### src/rtl/alu_cmd_entry_pkg.sv
// Shared definitions for the ALU command-entry front end: FSM state encodings
// and the packed layout of the ALU flag nibble.
package alu_cmd_entry_pkg;

  localparam logic [2:0] S_A     = 3'd0;
  localparam logic [2:0] S_B     = 3'd1;
  localparam logic [2:0] S_OP    = 3'd2;
  localparam logic [2:0] S_ISSUE = 3'd3;
  localparam logic [2:0] S_WAIT  = 3'd4;
  localparam logic [2:0] S_SHOW  = 3'd5;

  // Bit order matches the LEDs: LD3=cmp, LD2=ovf, LD1=cin, LD0=zero.
  typedef struct packed {
    logic cmp;
    logic ovf;
    logic cin;
    logic zero;
  } alu_flags_t;

endpackage

### src/rtl/alu_cmd_entry_btn_debounce.sv
// Pushbutton conditioner: 2-flop synchronizer, stability counter and a
// registered rising-edge pulse (one cycle per press, nothing on release).
module alu_cmd_entry_btn_debounce #(
  parameter int DEB_CYCLES = 500000
) (
  input  logic clk,
  input  logic rst,
  input  logic btn_i,
  output logic pulse_o
);

  localparam int CW = (DEB_CYCLES > 1) ? $clog2(DEB_CYCLES + 1) : 1;
  localparam logic [CW-1:0] CNT_LAST = CW'(DEB_CYCLES - 1);

  logic          sync1_q, sync2_q;
  logic          level_q, level_prev_q;
  logic          pulse_q;
  logic [CW-1:0] cnt_q;

  // NOTE: reset is synchronous and active-high, so it lives inside the clocked
  // block; every state register uses non-blocking assignment so all flops
  // update from the same pre-edge values.
  always_ff @(posedge clk) begin
    if (rst) begin
      sync1_q      <= 1'b0;
      sync2_q      <= 1'b0;
      level_q      <= 1'b0;
      level_prev_q <= 1'b0;
      pulse_q      <= 1'b0;
      cnt_q        <= '0;
    end else begin
      sync1_q      <= btn_i;
      sync2_q      <= sync1_q;
      level_prev_q <= level_q;
      pulse_q      <= level_q & ~level_prev_q;
      // Any sample equal to the current level restarts the stability window.
      if (sync2_q == level_q) begin
        cnt_q <= '0;
      end else if (cnt_q == CNT_LAST) begin
        level_q <= sync2_q;
        cnt_q   <= '0;
      end else begin
        cnt_q <= cnt_q + 1'b1;
      end
    end
  end

  assign pulse_o = pulse_q;

endmodule

### src/rtl/alu_cmd_entry.sv
// Operator front end for the 4-bit ALU demo: walks the user through A, B and
// opcode entry, issues one valid/ready command and holds the returned result.
module alu_cmd_entry
  import alu_cmd_entry_pkg::*;
#(
  parameter int WIDTH      = 4,
  parameter int OPW        = 3,
  parameter int DEB_CYCLES = 500000,
  parameter int TIMEOUT    = 255
) (
  input  logic             clk,
  input  logic             rst,
  input  logic [WIDTH-1:0] sw,
  input  logic             btn_next,
  input  logic             btn_back,
  input  logic             btn_clr,
  output logic             cmd_valid,
  input  logic             cmd_ready,
  output logic [OPW-1:0]   cmd_select,
  output logic [WIDTH-1:0] cmd_a,
  output logic [WIDTH-1:0] cmd_b,
  input  logic             res_valid,
  input  logic [WIDTH-1:0] res_result,
  input  logic [3:0]       res_flags,
  output logic [WIDTH-1:0] disp_result,
  output logic [3:0]       disp_flags,
  output logic             err,
  output logic [2:0]       state
);

  localparam int TW = (TIMEOUT > 0) ? $clog2(TIMEOUT + 1) : 1;
  localparam logic [TW-1:0] WAIT_LIMIT = TW'(TIMEOUT);

  logic next_p, back_p, clr_p;

  alu_cmd_entry_btn_debounce #(.DEB_CYCLES(DEB_CYCLES)) u_deb_next (
    .clk(clk), .rst(rst), .btn_i(btn_next), .pulse_o(next_p)
  );
  alu_cmd_entry_btn_debounce #(.DEB_CYCLES(DEB_CYCLES)) u_deb_back (
    .clk(clk), .rst(rst), .btn_i(btn_back), .pulse_o(back_p)
  );
  alu_cmd_entry_btn_debounce #(.DEB_CYCLES(DEB_CYCLES)) u_deb_clr (
    .clk(clk), .rst(rst), .btn_i(btn_clr), .pulse_o(clr_p)
  );

  logic [2:0]       state_q, state_d;
  logic             valid_q, valid_d;
  logic [WIDTH-1:0] a_q, a_d, b_q, b_d;
  logic [OPW-1:0]   sel_q, sel_d;
  logic [WIDTH-1:0] disp_res_q, disp_res_d;
  alu_flags_t       disp_flg_q, disp_flg_d;
  logic             err_q, err_d;
  logic [TW-1:0]    wait_q, wait_d;

  // NOTE: every signal assigned here gets a default first, so no path through
  // the case leaves one unassigned and no latch is inferred.
  always_comb begin
    state_d    = state_q;
    valid_d    = valid_q;
    a_d        = a_q;
    b_d        = b_q;
    sel_d      = sel_q;
    disp_res_d = disp_res_q;
    disp_flg_d = disp_flg_q;
    err_d      = err_q;
    wait_d     = wait_q;

    if (clr_p) begin
      state_d    = S_A;
      valid_d    = 1'b0;
      a_d        = '0;
      b_d        = '0;
      sel_d      = '0;
      disp_res_d = '0;
      disp_flg_d = '0;
      err_d      = 1'b0;
      wait_d     = '0;
    end else begin
      case (state_q)
        S_A: begin
          if (next_p) begin
            a_d     = sw;
            state_d = S_B;
          end
        end
        S_B: begin
          if (back_p) begin
            state_d = S_A;
          end else if (next_p) begin
            b_d     = sw;
            state_d = S_OP;
          end
        end
        S_OP: begin
          if (back_p) begin
            state_d = S_B;
          end else if (next_p) begin
            sel_d   = sw[OPW-1:0];
            valid_d = 1'b1;
            state_d = S_ISSUE;
          end
        end
        S_ISSUE: begin
          // Operands are frozen here; only the handshake moves us on.
          if (cmd_ready) begin
            valid_d = 1'b0;
            wait_d  = '0;
            if (res_valid) begin
              disp_res_d = res_result;
              disp_flg_d = alu_flags_t'(res_flags);
              err_d      = 1'b0;
              state_d    = S_SHOW;
            end else begin
              state_d = S_WAIT;
            end
          end
        end
        S_WAIT: begin
          if (res_valid) begin
            disp_res_d = res_result;
            disp_flg_d = alu_flags_t'(res_flags);
            err_d      = 1'b0;
            state_d    = S_SHOW;
          end else if (wait_q == WAIT_LIMIT) begin
            disp_res_d = '0;
            disp_flg_d = '0;
            err_d      = 1'b1;
            state_d    = S_SHOW;
          end else begin
            wait_d = wait_q + 1'b1;
          end
        end
        S_SHOW: begin
          if (back_p) begin
            state_d = S_OP;
          end else if (next_p) begin
            state_d = S_A;
          end
        end
        default: begin
          state_d = S_A;
          valid_d = 1'b0;
        end
      endcase
    end
  end

  always_ff @(posedge clk) begin
    if (rst) begin
      state_q    <= S_A;
      valid_q    <= 1'b0;
      a_q        <= '0;
      b_q        <= '0;
      sel_q      <= '0;
      disp_res_q <= '0;
      disp_flg_q <= '0;
      err_q      <= 1'b0;
      wait_q     <= '0;
    end else begin
      state_q    <= state_d;
      valid_q    <= valid_d;
      a_q        <= a_d;
      b_q        <= b_d;
      sel_q      <= sel_d;
      disp_res_q <= disp_res_d;
      disp_flg_q <= disp_flg_d;
      err_q      <= err_d;
      wait_q     <= wait_d;
    end
  end

  assign cmd_valid   = valid_q;
  assign cmd_a       = a_q;
  assign cmd_b       = b_q;
  assign cmd_select  = sel_q;
  assign disp_result = disp_res_q;
  assign disp_flags  = disp_flg_q;
  assign err         = err_q;
  assign state       = state_q;

endmodule
### config.mk
export PLATFORM = sky130hd
export DESIGN_NAME = alu_cmd_entry
export DESIGN_NICKNAME = d
export VERILOG_FILES = /design/src/rtl/alu_cmd_entry_pkg.sv /design/src/rtl/alu_cmd_entry_btn_debounce.sv /design/src/rtl/alu_cmd_entry.sv
export SDC_FILE = /design/constraint.sdc
export NUM_CORES = 1
export LEC_CHECK = 0
export ABC_AREA = 1
export CORE_ASPECT_RATIO = 1.25
export CORE_MARGIN = 10
export CORE_UTILIZATION = 45
export CTS_CLUSTER_SIZE = 30
export DETAILED_ROUTE_END_ITERATION = 6
export GPL_TIMING_DRIVEN = 0
export PLACE_DENSITY = 0.76
export SLEW_MARGIN = 20
export SYNTH_ARGS = -nofsm -noshare
export SYNTH_HDL_FRONTEND = slang
export SYNTH_HIERARCHICAL = 1
export SYNTH_SLANG_ARGS = --single-unit
### constraint.sdc
create_clock -name clk -period 2 [get_ports clk]
set_input_delay 0.4 -clock clk [delete_from_list [all_inputs] [get_ports clk]]
set_output_delay 0.4 -clock clk [all_outputs]
set_load 0.02 [all_outputs]
## Word level (Yosys, flattened, before mapping)

Cells that the tools add are included.

- $lt $le $gt $ge: 0
- Div/mod/pow operators: 0
- Muxes and demuxes: 34
- Shift operators: 0
- Equal/unequal tests: 23
- Reductions and logical operators: 17
- Add/sub/neg operators: 4
- Bitwise logic cells: 11
- Multiply operators: 0

Operators with widths:

| cell | number |
|---|---|
| adder 19 x 1 -> 19 bit (second input constant) | 3 |
| == test 19 bit (second input constant) | 3 |
| 2-to-1 mux 3 bit | 10 |
| 2-to-1 mux 4 bit | 7 |
| 2-to-1 mux 8 bit | 3 |
| case mux 3 bit (6 select lines) | 1 |
| case mux 4 bit (2 select lines) | 2 |
| case mux 8 bit (2 select lines) | 1 |
| AND reduction 4 bit | 3 |
| != test 2 bit (second input constant) | 5 |
| != test 3 x 1 -> 1 bit (second input constant) | 3 |
| OR reduction 3 bit | 3 |
| adder 8 x 1 -> 8 bit (second input constant) | 1 |
| == test 8 bit (second input constant) | 1 |
| 2-to-1 mux 1 bit | 8 |
| NOT 1 bit | 8 |
| AND reduction 2 bit | 4 |
| == test 3 x 2 -> 1 bit (second input constant) | 2 |
| == test 3 bit (second input constant) | 2 |
| AND reduction 3 bit | 2 |
| AND reduction 6 bit | 1 |
| != test 2 x 1 -> 1 bit (second input constant) | 2 |
| OR reduction 4 bit | 1 |
| bitwise AND 1 bit | 3 |
| other kinds (8) | 10 |

- Input port bits: 19
- Latch bits: 0
- Memories: 0
- Memory bits (writable): 0
- Flip-flop bits (word level): 104
- Bits in read-only memories: 0

## Logic depth before layout (Yosys ltp)

Gate-level depths: netlist (run 1).

- Depth in word-level cells: 4
- Gate-level depth with buffers: 10
- Gate-level depth less buffers: 10

## Cells and area by module

The synthesis (run 1) kept the hierarchy.

Modules (own cells, without submodules):

| module | times used | cells each | seq. area each (um^2) | area each (um^2) |
|---|---|---|---|---|
| alu_cmd_entry_btn_debounce (u_deb_back ...) | 2 | 182 | 480.5 | 1,253.7 |
| alu_cmd_entry | 1 | 252 | 640.6 | 1,597.8 |
| alu_cmd_entry_btn_debounce (u_deb_next) | 1 | 163 | 480.5 | 1,141.1 |

## Least setup slack after synthesis (run 1)

OpenSTA, ideal clock, no wires.

- Path type: register to register
- Start: reg state_q[0] (netlist: state[0])
- End: reg disp_flg_q (netlist bit disp_flags[0])
- Path buffers: 1
- Arrival: 1.310 ns
- Path slack: 0.577 ns
- Library setup time: 0.114 ns
- Data required time: 1.886 ns
- Cell stages (with the launch flop): 7
- Cells stage by stage: dfxtp_1 nand3_1 o21ai_2 nand3_4 buf_6 a21oi_1 nor2_1

- Cells in the longest elaborated chain, start to end: 3
- Elaborated cells between the ends (all ways): 8
- Those cells by class: 5 x eq/ne; 1 x mux; 2 x reduce/logical

RTL lines:

| item | RTL line | source |
|---|---|---|
| from (decl) | alu_cmd_entry.sv:46 | `logic [2:0] state_q, state_d;` |
| from (signal assigned) | alu_cmd_entry.sv:160 | `state_q <= state_d;` |
| == test 3 bit / == test 3 x 2 -> 1 bit (equally long branches) | alu_cmd_entry.sv:79 | `case (state_q)` |
| != test 3 bit (no source line) (tied with other cells) | -- |  |
| AND reduction 4 bit (no source line) | -- |  |
| to (signal assigned) | alu_cmd_entry.sv:166 | `disp_flg_q <= disp_flg_d;` |
| to (decl) | alu_cmd_entry.sv:51 | `alu_flags_t disp_flg_q, disp_flg_d;` |

Parallel ways exist; a longest one is shown, timed or not.
A chain may end at the register's enable or synchronous reset.

## Worst setup path in the final report (run 1)

- Start: reg state_q[0] (netlist: state[0])
- End: out state[0]

RTL lines:

| item | RTL line | source |
|---|---|---|
| to (decl) | alu_cmd_entry.sv:28 | `output logic [2:0] state` |

No word-level cell between the ends.

==> flow_summary.json, run 1 <==
{
  "outcome": "finished, final reports clean",
  "whs_endpoint": "u_deb_clr/pulse_o$_SDFF_PP0_",
  "cp_cell_sequence": "clkdlybuf4s50_1",
  "avgViaCountPerCell": 4.751,
  "min_period_ns": 1.877,
  "power_density_nw_per_um2": 804.0,
  "final_cell_mix": "190 x nand2_1, 149 x nor2_1, 104 x dfxtp_1",
  "drtAntennaViolNets": 0,
  "wl_um": 10540,
  "cp_num_buf_inv": 1,
  "start_util": 0.4560,
  "drv_slew": 0,
  "synth.distinct_cells": 27,
  "design.core.area_sq_um": 11510,
  "crit_family": "buffers and inverters",
  "slowest_stage": "clkdlybuf4s50_1",
  "cp.required_ns": 1.60,
  "cp_slowest_stage_delay_ns": 0.67,
  "synthCells": 779,
  "cts_made_buffers": 9,
  "cts_sinks": 104,
  "root_buffer": "clkbuf_16",
  "grt_first_pass_wirelength_um": 18220,
  "hold_viol_final": 0,
  "firstDrtPassIters": 5,
  "reg2reg_to": "disp_flags[3]$_SDFFE_PP0P_",
  "clock_latency_ns": 0.34,
  "fin_skew_ns": 0.008026,
  "grt_setup_unrepaired": "no",
  "grt_usage": 0.1304,
  "rows": 44,
  "ir_drop_uv": 569.0,
  "drt-wirelength-per-cell_um": 10.81,
  "min_path_cells": 1,
  "max_freq_mhz": 532.8,
  "clk_pin_slew_ns": 0.07,
  "pre_cts_slack_ns": -0.5764,
  "reg2reg_slack_ns": 0.37,
  "gp_congestion": 0.8834,
  "period_share": 0.9384,
  "io_buffer_count": 42,
  "layout.cells.most_common": "nand2_1",
  "p_leak_nw": 2.317,
  "hp-start": "u_deb_clr/level_prev_q$_SDFF_PP0_",
  "dr.first_iter.drc_count": 267,
  "synth-seq-cells": 104,
  "seq_area_frac_synth": 0.3969,
  "hpwl_um": 7757,
  "r2r_start": "wait_q[0]$_SDFFE_PP0P_",
  "overflow": 0,
  "cts_setup_buffers": 0,
  "tritoncts": "done",
  "setup_viol": 0,
  "setup_ws_ns": 0.1233,
  "ys_warn_count": 6,
  "p_total_w": 0.004936,
  "syn_to_final_growth_pct": 17.03,
  "r2r_cells": 8,
  "synth_fp_nets": 802,
  "finish.utilization": 0.5336,
  "grt_pass1_vias": 4299,
  "dieHeight_um": 140.7,
  "crit_fanout": 7,
  "syn_avg_cell_area_sq_um": 6.735,
  "drive_gt1_frac": 0.1099,
  "criticalPathCategory": "reg -> out",
  "slew_headroom": 0.5945,
  "worstMarginPinSlew_ns": 0.6064,
  "crit_arrival_ns": 1.48,
  "die_width_um": 116.6,
  "grt_max_degree": 17,
  "clockBufferDepth": 2,
  "hold_class": "reg -> reg",
  "cp-end-kind": "output pin",
  "worstSetupStartpointType": "flip-flop",
  "vias": 4632,
  "antenna_found_initial": 0,
  "drc": 0,
  "h-tree-depth": 3,
  "cap_viol_max_count": 0,
  "nNetsFinal": 855,
  "antennaDiodeCount": 0,
  "die-area_sq_um": 16400,
  "synth_area_sq_um": 5246,
  "ios": 43
}
## synth_stat cells, drive strengths merged
library cell / instances / share of area
nor2: 183 / 0.15
or2: 10 / 0.012
clkbuf: 2 / 0.0014
buf: 4 / 0.012
inv: 106 / 0.076
a21oi: 45 / 0.047
nand2: 206 / 0.16
dfxtp: 104 / 0.40
nor3: 7 / 0.0067
o21ai: 22 / 0.022
nand3: 60 / 0.064
xor2: 11 / 0.018
xnor2: 6 / 0.010
nand4: 9 / 0.011
ha: 4 / 0.0095
## state kept, by name, indices dropped and copies added, names as in the netlist, 3 cells and up
name and cells:
u_deb_clr/cnt_q 19, wait_q 8, cmd_select 3, u_deb_next/cnt_q 19
cmd_b 4, cmd_a 4, disp_flags 4, u_deb_back/cnt_q 19
disp_result 4, state 3
## final cells by class
cell class                      count  area, sq um
Buffer                              6        72.57
Multi-Input combinational cell    563         2704
Inverter                          106        397.9
Fill cell                        1118         5366
Tap cell                          138        172.7
Sequential cell                   104         2082
Clock inverter                      4        53.80
Clock buffer                       12        236.5
Timing Repair Buffer               42        420.4
## routing by layer
metal | up-vias | GRT usage | part of all wire
li1 | 2509 | - | -
met1 | 2043 | 0.1552 | 0.46
met2 | 70 | 0.2261 | 0.49
met3 | 10 | 0.02887 | 0.036
met4 | 0 | 0.03911 | 0.011
met5 | - | 0 | 0
## kinds of logic (layout without fill, tap and decap cells)
logic type                 after synthesis  in the layout  synth area share
adders and majority gates                4              4          0.009540
DFF                                    104            104            0.3969
buffers and inverters                  112            170           0.08920
xor gates and xnor gates                17             17           0.02838
AOI/OAI and AO/OA                       67             67           0.06821
and+or+nand+nor                        475            475            0.4078
## worst register-to-register path, cell delays in order, from the launching register on
cell	delay, ns
dfxtp_1	0.41
ha_1	0.22
nand2_1	0.09
nor2_1	0.11
nand2_1	0.11
a21oi_1	0.35
nand3_1	0.13
nand2_1	0.09
nor2_1	0.04
## through the flow
step | hold slack, ns | TNS (ns) | instance area (sq um) | std cells
after floorplan | 0.3743 | 0 | 5246 | 779
after global routing | 0.4192 | 0 | 6140 | 975
after global placement | 0.3794 | -10.52 | 5839 | 959
after detailed placement | 0.3860 | -12.58 | 5839 | 959
after CTS | 0.3954 | 0 | 6137 | 975
final | 0.3951 | 0 | 6140 | 975
## where the power goes
| part | total (W) | switching (W) | leakage (nW) | internal (W) |
|---|---|---|---|---|
| registers | 0.00226 | 0.0000915 | 0.841 | 0.00217 |
| clock network | 0.00175 | 0.000773 | 0.133 | 0.000978 |
| logic | 0.000923 | 0.000551 | 1.34 | 0.000372 |
## how the worst max path moves through the flow
stage	endpoint	start	slack, ns	depth (start not counted)
2_1_floorplan	disp_flags[0]$_SDFFE_PP0P_	state[0]$_SDFFE_PP0P_	0.58	6
4_1_cts	cmd_b[0]$_SDFFE_PP0P_	rst	0.03	5
3_3_place_gp	cmd_b[3]$_SDFFE_PP0P_	rst	-0.52	5
6_report	state[0]	state[0]$_SDFFE_PP0P_	0.12	1
3_5_place_dp	cmd_select[2]$_SDFFE_PP0P_	rst	-0.58	5
5_1_grt	state[0]	state[0]$_SDFFE_PP0P_	0.07	1
## timing repair
item                       4_1_cts  5_1_grt
hold endpoints to repair         0        0
setup endpoints to repair       20       20
hold buffers                     0        0
gates resized for setup          2        4
Power figures use the tool's default switching activity.
==> inputs of run 2 (changes only) <==
Settings changed: ABC_AREA 1 to default, CTS_BUF_LIST from default to sky130_fd_sc_hd__clkbuf_4, PLACE_DENSITY 0.76 to 0.77.
==> run 2 against run 1 <==
Compared with the run above: core utilization grew 0.66 points; register-to-register slack lost 0.29 ns; clock skew grew 0.0094 ns.
==> flow_summary.json, run 2 <==
{
  "firstDrtPassIters": 4,
  "layout.cells.most_common": "dfxtp_1",
  "cts_sinks": 104,
  "cp.required_ns": 2.35,
  "yosysMostFrequentCell": "dfxtp_1",
  "syn_to_final_growth_pct": 16.44,
  "fillerInstances": 867,
  "reg.largest.list": "u_deb_back/cnt_q: 19 flops, u_deb_clr/cnt_q: 19 flops, u_deb_next/cnt_q: 19 flops",
  "outcome": "finished, final reports clean",
  "synth_area_leaders": "dfxtp_1 46%, xnor2_1 7.4%, nor2_1 6.5%, mux2i_1 3.1%, nand3_1 2.9%",
  "wl_um": 9172,
  "finish.utilization": 0.5402,
  "ios": 43,
  "synth-seq-cells": 104,
  "final_cell_mix": "102 x dfxtp_1, 78 x nor2_1, 38 x clkdlybuf4s50_1, 38 x xnor2_1, 26 x nand3_1",
  "die-area_sq_um": 14440,
  "cp_cell_sequence": "ha_2, nand3_2, or4_4, o31ai_4, buf_4, a21oi_1",
  "max_freq_mhz": 520.8,
  "synth_area_sq_um": 4504,
  "crit_family": "simple AND/OR/NAND/NOR gates",
  "avgViaCountPerCell": 5.415,
  "grt_pass1_vias": 3464,
  "seq_area_frac_synth": 0.4622,
  "slowest_stage": "or4_4",
  "hpwl_um": 6556,
  "nNetsFinal": 567,
  "start_util": 0.4639,
  "worstSetupStartpointType": "flip-flop",
  "setup_viol": 0,
  "overflow": 0,
  "power_density_nw_per_um2": 588.3,
  "ir_drop_uv": 295.7,
  "h-tree-depth": 3,
  "tritoncts": "done",
  "die_width_um": 109.5,
  "cap_viol_max_count": 0,
  "cp-end-kind": "flip-flop",
  "synth_top_area_cell": "dfxtp_1",
  "root_buffer": "clkbuf_4",
  "antenna_found_initial": 1,
  "wl_met2_um": 4354,
  "synth-edff-count": 0,
  "fin_skew_ns": 0.01745,
  "postLayoutCellArea_sq_um": 5245,
  "synth_fp_nets": 510,
  "cts_made_buffers": 9,
  "crit_fanout": 7,
  "dr.first_iter.drc_count": 207,
  "holdWs_ns": 0.3864,
  "hold_viol_final": 0,
  "grt_setup_unrepaired": "no",
  "syn_avg_cell_area_sq_um": 9.249,
  "slew_headroom": 0.5865,
  "grt_usage": 0.1299,
  "cp_num_buf_inv": 1,
  "wl_met3_um": 511,
  "synthArstFlopShare": 0,
  "p_leak_nw": 1.675,
  "gp_congestion": 0.8250,
  "hold_class": "reg -> reg",
  "io_buffer_count": 42,
  "period_share": 0.9601,
  "ys_warn_count": 6,
  "ctsHoldBuffers": 0,
  "drc": 0,
  "grt_max_degree": 19,
  "cp_slowest_stage_delay_ns": 0.48,
  "min_period_ns": 1.920,
  "drv_slew": 0,
  "criticalPathCategory": "reg -> reg",
  "synth.distinct_cells": 59,
  "clk_pin_slew_ns": 0.15,
  "drtAntennaViolNets": 0,
  "synthCells": 487,
  "vias": 3655,
  "design.core.area_sq_um": 9709,
  "dieHeight_um": 131.9,
  "ys.flop_type": "dfxtp_1",
  "clock_latency_ns": 0.47,
  "synth_top_area_frac": 0.4622,
  "grt_first_pass_wirelength_um": 15710,
  "yosys-top-cells-count": "104 x dfxtp_1, 78 x nor2_1, 38 x xnor2_1, 26 x nand3_1, 22 x nand2_1",
  "worstMarginPinSlew_ns": 0.6146,
  "wl_met1_um": 4098,
  "clockBufferDepth": 2,
  "drive_gt1_frac": 0.09307,
  "crit_arrival_ns": 2.27,
  "dr.max_layer_used": "met4",
  "rows": 40,
  "placed_area_sq_um": 5082,
  "drt-wirelength-per-cell_um": 13.59
}
run 2: cell count changes after synthesis, sizes merged, moves of 12 or more:
| cell | previous run | this run |
|---|---|---|
| nor2 | 183 | 79 |
| nand4 | 9 | 21 |
| mux2i | 0 | 14 |
| a21oi | 45 | 16 |
| inv | 106 | 19 |
| o21ai | 22 | 8 |
| nand2 | 206 | 22 |
| nand3 | 60 | 28 |
| nor4 | 0 | 17 |
| xnor2 | 6 | 38 |
run 2: cell families (layout without fill, tap and decap cells):
family,Yosys count,count (layout),share of synthesized area
simple gates,228,228,0.2722
flops,104,104,0.4622
compound gates,62,62,0.1031
xor+xnor,44,44,0.08556
buf+inv,31,92,0.03472
mux,14,14,0.03111
fa+ha+maj,4,4,0.01111
other cells,0,1,0
run 2: what timing repair did:
item,4_1_cts,5_1_grt
cloned,0,0
resized for setup,2,9
endpoints found under the setup margin,22,50
buffers inserted,4,0
pin swaps,2,0
run 2: stage by stage:
stage	setup TNS (ns)	instances	worst slack, ns	total power, W
after global routing	0	675	0.003612	0.003211
after global placement	-10.10	655	-0.4011	0.002217
after CTS	0	674	0.01024	0.003117
after detailed placement	-11.80	655	-0.4235	0.002219
after floorplan	0	487	0.1886	0.002163
final	0	675	0.07983	0.003085
run 2: metal layers:
| layer | GRT usage | up-vias |
|---|---|---|
| li1 | - | 1856 |
| met1 | 0.1580 | 1702 |
| met2 | 0.2080 | 79 |
| met3 | 0.03082 | 18 |
| met4 | 0.06087 | 0 |
| met5 | 0 | - |
run 2: cell type report:
cell class | instances | area [sq um] | area share
Buffer | 12 | 85.08 | 0.01622
Antenna cell | 1 | 2.502 | 0.0004771
Multi-Input combinational cell | 352 | 2286 | 0.4358
Tap cell | 126 | 157.7 | 0.03006
Clock buffer | 9 | 67.56 | 0.01288
Timing Repair Buffer | 46 | 452.9 | 0.08635
Inverter | 19 | 71.32 | 0.01360
Clock inverter | 6 | 37.54 | 0.007156
Sequential cell | 104 | 2085 | 0.3974
run 2: worst reg2reg max path, delay by kind of cell (launching register included):
family / cells / cell delay (ns)
and+or+nand+nor: 2 / 0.64
DFF: 1 / 0.38
AOI/OAI and AO/OA: 2 / 0.37
adders and majority gates: 1 / 0.21
buffers and inverters: 1 / 0.20
run 2: worst paths after layout:
check | end | cells past startpoint | start | slack (ns)
setup / recovery | u_deb_clr/cnt_q[13]$_SDFF_PP0_ | 6 | u_deb_clr/cnt_q[0]$_SDFF_PP0_ | 0.08
hold / removal | u_deb_clr/pulse_o$_SDFF_PP0_ | 1 | u_deb_clr/level_prev_q$_SDFF_PP0_ | 0.39
setup reg to reg | u_deb_clr/cnt_q[13]$_SDFF_PP0_ | 6 | u_deb_clr/cnt_q[0]$_SDFF_PP0_ | 0.08
hold reg to reg | u_deb_clr/pulse_o$_SDFF_PP0_ | 1 | u_deb_clr/level_prev_q$_SDFF_PP0_ | 0.39
run 2: report_power, final:
part | switching (W) | internal (W)
logic | 0.0000446 | 0.0000488
registers | 0.00000422 | 0.00208
clock network | 0.000666 | 0.000242
